--- config.mk ---
export PLATFORM = sky130hd
export DESIGN_NAME = bitonic_merge_pipe
export DESIGN_NICKNAME = d
export VERILOG_FILES = /design/src/rtl/bitonic_pkg.sv /design/src/rtl/bitonic_cas.sv /design/src/rtl/bitonic_merge_pipe.sv
export SDC_FILE = /design/constraint.sdc
export NUM_CORES = 1
export LEC_CHECK = 0
export CAP_MARGIN = 20
export CORE_UTILIZATION = 32
export CTS_CLUSTER_SIZE = 25
export DETAILED_ROUTE_END_ITERATION = 12
export GPL_TIMING_DRIVEN = 0
export HOLD_SLACK_MARGIN = 0.03
export PLACE_DENSITY = 0.5
export SYNTH_ARGS = -nofsm -noshare
export SYNTH_HDL_FRONTEND = slang
export SYNTH_SLANG_ARGS = --single-unit
--- constraint.sdc ---
create_clock -name clk -period 8.4 [get_ports clk]
set_clock_uncertainty 0.2 [all_clocks]
set_input_delay 2.52 -clock clk [delete_from_list [all_inputs] [get_ports clk]]
set_output_delay 2.52 -clock clk [all_outputs]
set_load 0.005 [all_outputs]
--- src/rtl/bitonic_pkg.sv ---
// Shared helpers for the bitonic merger: key ordering, key slice offsets,
// and the compare distance used by each merge stage.
package bitonic_pkg;

  // Widest key the ordering helper handles; keys are zero-extended to this.
  localparam int KEY_MAX_W = 64;

  // Compare distance of stage s in a depth-level merger (halves every stage).
  function automatic int stage_dist(input int s, input int depth);
    return 1 << (depth - 1 - s);
  endfunction

  // Bit offset of key i inside a packed vector of width-bit keys.
  function automatic int key_lo(input int i, input int width);
    return i * width;
  endfunction

  // a < b on width-bit keys. In signed mode the sign bit is inverted so that
  // two's-complement order maps onto plain unsigned order.
  function automatic logic key_lt(input logic [KEY_MAX_W-1:0] a,
                                  input logic [KEY_MAX_W-1:0] b,
                                  input logic                 signed_mode,
                                  input int                   width);
    logic [KEY_MAX_W-1:0] flip;
    logic [KEY_MAX_W-1:0] a_b;
    logic [KEY_MAX_W-1:0] b_b;
    flip = signed_mode ? (KEY_MAX_W'(1) << (width - 1)) : '0;
    a_b  = a ^ flip;
    b_b  = b ^ flip;
    return a_b < b_b;
  endfunction

endpackage

--- src/rtl/bitonic_cas.sv ---
// Combinational compare-exchange of one key pair. The lower-index output
// takes the min (desc=0) or the max (desc=1); equal keys pass straight through.
module bitonic_cas
  import bitonic_pkg::*;
#(
  parameter int DATA_WIDTH = 8,
  parameter bit SIGNED     = 1'b0
) (
  input  logic [DATA_WIDTH-1:0] a,
  input  logic [DATA_WIDTH-1:0] b,
  input  logic                  desc,
  output logic [DATA_WIDTH-1:0] lo,
  output logic [DATA_WIDTH-1:0] hi
);

  logic [KEY_MAX_W-1:0] a_ext;
  logic [KEY_MAX_W-1:0] b_ext;
  logic                 swap;

  // Swap only on strict inequality so ties never move.
  always_comb begin
    a_ext = KEY_MAX_W'(a);
    b_ext = KEY_MAX_W'(b);
    swap  = desc ? key_lt(a_ext, b_ext, SIGNED, DATA_WIDTH)
                 : key_lt(b_ext, a_ext, SIGNED, DATA_WIDTH);
    lo    = swap ? b : a;
    hi    = swap ? a : b;
  end

endmodule

--- src/rtl/bitonic_merge_pipe.sv ---
// Streaming bitonic merger: one registered compare-exchange level per stage,
// per-beat sort direction, valid/ready backpressure, flush and occupancy count.
module bitonic_merge_pipe
  import bitonic_pkg::*;
#(
  parameter int DATA_WIDTH  = 8,
  parameter int BLOCK_DEPTH = 3,
  parameter bit SIGNED      = 1'b0
) (
  input  logic                                  clk,
  input  logic                                  reset,
  input  logic                                  flush,
  input  logic                                  in_valid,
  output logic                                  in_ready,
  input  logic [(2**BLOCK_DEPTH)*DATA_WIDTH-1:0] in_data,
  input  logic                                  in_desc,
  output logic                                  out_valid,
  input  logic                                  out_ready,
  output logic [(2**BLOCK_DEPTH)*DATA_WIDTH-1:0] out_data,
  output logic                                  out_desc,
  output logic [$clog2(BLOCK_DEPTH+1)-1:0]      in_flight
);

  localparam int KEYS  = 2**BLOCK_DEPTH;
  localparam int VEC_W = KEYS * DATA_WIDTH;
  localparam int CNT_W = $clog2(BLOCK_DEPTH + 1);

  logic [BLOCK_DEPTH-1:0] vld_p;
  logic [BLOCK_DEPTH-1:0] vld_in;
  logic [BLOCK_DEPTH-1:0] vld_nxt;
  logic [BLOCK_DEPTH-1:0] rdy;
  logic                   desc_in [BLOCK_DEPTH];
  logic                   desc_p  [BLOCK_DEPTH];
  logic [VEC_W-1:0]       st_in   [BLOCK_DEPTH];
  logic [VEC_W-1:0]       data_p  [BLOCK_DEPTH];

  function automatic logic [CNT_W-1:0] popcnt(input logic [BLOCK_DEPTH-1:0] v);
    logic [CNT_W-1:0] c;
    c = '0;
    for (int k = 0; k < BLOCK_DEPTH; k++) c = c + CNT_W'(v[k]);
    return c;
  endfunction

  // Ready ripples back from the sink: a stage can take a beat if empty or draining.
  always_comb begin : ready_chain
    logic r;
    r = out_ready;
    for (int k = BLOCK_DEPTH - 1; k >= 0; k--) begin
      r      = !vld_p[k] | r;
      rdy[k] = r;
    end
  end

  // Each stage is fed by the input port (stage 0) or the previous stage register.
  always_comb begin
    vld_in[0]  = in_valid;
    desc_in[0] = in_desc;
    st_in[0]   = in_data;
    for (int s = 1; s < BLOCK_DEPTH; s++) begin
      vld_in[s]  = vld_p[s-1];
      desc_in[s] = desc_p[s-1];
      st_in[s]   = data_p[s-1];
    end
  end

  // Next valid bits: flush empties everything, otherwise advance where ready.
  always_comb begin
    for (int k = 0; k < BLOCK_DEPTH; k++)
      vld_nxt[k] = flush ? 1'b0 : (rdy[k] ? vld_in[k] : vld_p[k]);
  end

  // Valid bits and occupancy; occupancy is registered from the same next state.
  always_ff @(posedge clk or posedge reset) begin
    if (reset) begin
      vld_p     <= '0;
      in_flight <= '0;
    end else begin
      vld_p     <= vld_nxt;
      in_flight <= popcnt(vld_nxt);
    end
  end

  for (genvar s = 0; s < BLOCK_DEPTH; s++) begin : g_stage
    localparam int D = stage_dist(s, BLOCK_DEPTH);
    logic [VEC_W-1:0] cas_vec;

    for (genvar i = 0; i < KEYS; i++) begin : g_pair
      if ((i & D) == 0) begin : g_cas
        bitonic_cas #(
          .DATA_WIDTH(DATA_WIDTH),
          .SIGNED    (SIGNED)
        ) u_cas (
          .a   (st_in[s][key_lo(i, DATA_WIDTH) +: DATA_WIDTH]),
          .b   (st_in[s][key_lo(i + D, DATA_WIDTH) +: DATA_WIDTH]),
          .desc(desc_in[s]),
          .lo  (cas_vec[key_lo(i, DATA_WIDTH) +: DATA_WIDTH]),
          .hi  (cas_vec[key_lo(i + D, DATA_WIDTH) +: DATA_WIDTH])
        );
      end
    end

    // ---- stage s register boundary ----
    // Data and direction load only when this stage accepts a beat.
    always_ff @(posedge clk) begin
      if (rdy[s] && vld_in[s]) begin
        data_p[s] <= cas_vec;
        desc_p[s] <= desc_in[s];
      end
    end
  end

  assign in_ready  = rdy[0];
  assign out_valid = vld_p[BLOCK_DEPTH-1];
  assign out_data  = out_valid ? data_p[BLOCK_DEPTH-1] : '0;
  assign out_desc  = out_valid & desc_p[BLOCK_DEPTH-1];

endmodule
==> results.md <==
- Status: complete, no violations
- HP Start: desc_p[0][1]$_DFFE_PP_
- Port bufs: 138
- Top-Level Pins: 139
- Max_slew headroom: 39.9%
- Crit path top cell by count: clkdlybuf4s50_1
- Critical path cell sequence: clkdlybuf4s50_1 > nor2b_1 > nand3_1 > clkdlybuf4s50_1
- Fin cells: 1516
- Nets: 1202
- Syn-to-layout area delta: 22.9%
- Die Height: 195 um
- CP endpoint kind: primary output
- Worst EP required: 5.68 ns
- Root buffer cell: clkbuf_16
- Vias in the first global route: 7170
- First-pass GRT wire length: 40200 um
- Core Box Area: 0.0367 mm2
- Final Util: 40.1%
- Hold Violations, Final: 0
- Fmax: 145 MHz
- WL/cell: 16.9 um
- Die ar.: 0.0382 mm2
- Largest net degree at the start of global routing: 35
- Num Clock Sinks: 200
- Ys async rst share: 2.50%
- Placed Cells: 1484
- Post-CTS sizing: 0
- YS warnings: 0
- Fin crit share: 82.2%
- Slew @ Worst Pin: 0.900 ns
- CP Launch Type: input pin
- Num CTS Buffers: 17
- Ant diodes: 0
- Total Power: 2.87 mW
- Postcts setup bufs: 0
- Crit path DAT: 4.19 ns
- Max-Cap Viols: 0
- Sequential area share after synthesis: 50.0%
- Final ANT Viol Nets: 0
- Crit. Startpoint: out_ready
- Worst Path Buf+Inv: 2
- Final WL: 25600 um
- Clock buffer depth: 2
- Min-delay worst type: register to register
- Setup CP Type: input pin to primary output
- Hold_buf cts: 0
- DRC violations left: 0
- Worst vdd ir: 143 uV
- Slowest cell on crit path: nor2b_1
- Via-to-Cell Ratio: 4.61
- GRT overflow: 0
- Syn nets: 1040
- Commonest non-fill, non-tap cells in the layout: edfxtp_1, clkdlybuf4s50_1, mux2_2
- Std cell rows: 70
- Clock period minus worst slack: 6.91 ns
- Die Span X: 195 um
- DRT iter0 DRCs: 237
- Reg2reg start: data_p[0][47]$_DFFE_PP_
- Worst Path Max Fanout: 6
- Synth Register Bits: 200
- DP HPWL: 21100 um
- Post-Syn Area: 0.0120 mm2
- Final setup vio count: 0
- Starting density of the core: 32.6%
- Syn avg cell area: 13.7 um2
- Delay-heaviest family, CP: buffers and inverters
- Synth Flop Type: edfxtp_1
- Via count of the routed design: 6991
- Drt pass-1 iters: 4
- RSZ-0062 raised after global routing: false
- GR Util All Layers: 13.9%
- Synth cell types: 33
- Synth Instances: 873
- Initial antenna violation count: 0
- Clock Latency Late Sink: 0.43 ns
- Fin. max-slew vios: 0
- Post-synth EDFFs: 195
- Placer Congestion: 0.798
- Htree depth: 4
- P_leak: 5.81 nW
- PD cells: 195 mW/mm2
- Worst-path clk slew: 0.07 ns
- TritonCTS clock tree: done
- Layout cells sized above 1: 26.0%
- Most common cell after layout, fill and taps aside: edfxtp_1
- CP max stage delay: 0.57 ns
final timing paths:
check	to	slack, ns	cells past startpoint
setup / recovery	in_ready	1.49	4
hold / removal	desc_p[0][2]$_DFFE_PP_	0.33	0
setup reg to reg	data_p[0][120]$_DFFE_PP_	5.54	8
hold reg to reg	desc_p[0][2]$_DFFE_PP_	0.33	0
max in group asynchronous	vld_p[0]$_DFF_PP0_	5.75	2
min in group asynchronous	in_flight[0]$_DFF_PP0_	2.08	2
sequential cells by signal (all words and copies together) (netlist names):
signal	count
data_p	192
in_flight	2
desc_p	3
vld_p	3
final cells by class:
| cell class | instances | area, um2 |
|---|---|---|
| Clock inverter | 15 | 201 |
| Timing Repair Buffer | 143 | 1500 |
| Fill cell | 3447 | 22000 |
| Buffer | 34 | 309 |
| Clock buffer | 17 | 425 |
| Sequential cell | 200 | 5980 |
| Tap cell | 468 | 586 |
| Inverter | 98 | 368 |
| Multi-Input combinational cell | 541 | 5350 |
where the power goes:
group          switching [mW]  internal [mW]  leakage [nW]  total (mW)
combinational           0.303          0.411          3.60       0.714
clock                   0.396          0.457         0.299       0.853
sequential             0.0706           1.23          1.91        1.30
per-stage QoR:
step | instance area (um2) | hold WS [ns] | TNS [ns] | worst slack [ns]
3_3_place_gp | 13900 | 0.331 | -146.40 | -2.08
3_5_place_dp | 14100 | 0.328 | 0 | 1.45
6_report | 14700 | 0.333 | 0 | 1.49
4_1_cts | 14700 | 0.346 | 0 | 1.47
2_1_floorplan | 12000 | 0.254 | 0 | 0.264
5_1_grt | 14700 | 0.371 | 0 | 1.31
cell usage after synthesis, types with 11 or more instances:
cell type | instances | area [um2]
edfxtp_1 | 195 | 5860
mux2_2 | 122 | 1370
inv_1 | 98 | 368
ha_1 | 96 | 1200
mux2_4 | 70 | 1050
and2_1 | 69 | 432
a21oi_1 | 25 | 125
nand4_1 | 24 | 150
a21o_1 | 18 | 135
nor2_1 | 14 | 52.6
nor2b_1 | 14 | 87.6
o211ai_1 | 13 | 97.6
buf_2 | 12 | 60.1
a211oi_1 | 11 | 82.6
nor3_1 | 11 | 55.1
layer usage:
layer  track usage (%)  up-vias  wire [um]
met2              24.0       99      12400
met5                 0        -          0
met3              2.30        9        639
met4              3.32        0        186
li1                  -     3567          -
met1              18.0     3316      12300
cells by family (layout without fill, tap and decap cells):
family | Yosys count | in the layout | synth area share (%)
AO/OA/AOI/OAI | 94 | 94 | 6.00
adder cells (fa/ha/maj) | 97 | 97 | 10.2
multiplexers | 192 | 192 | 20.3
buffers and inverters | 132 | 307 | 5.65
AND/OR/NAND/NOR | 158 | 158 | 7.93
flip-flops | 200 | 200 | 50.0
No activity file was read; power rests on OpenSTA's default activity.
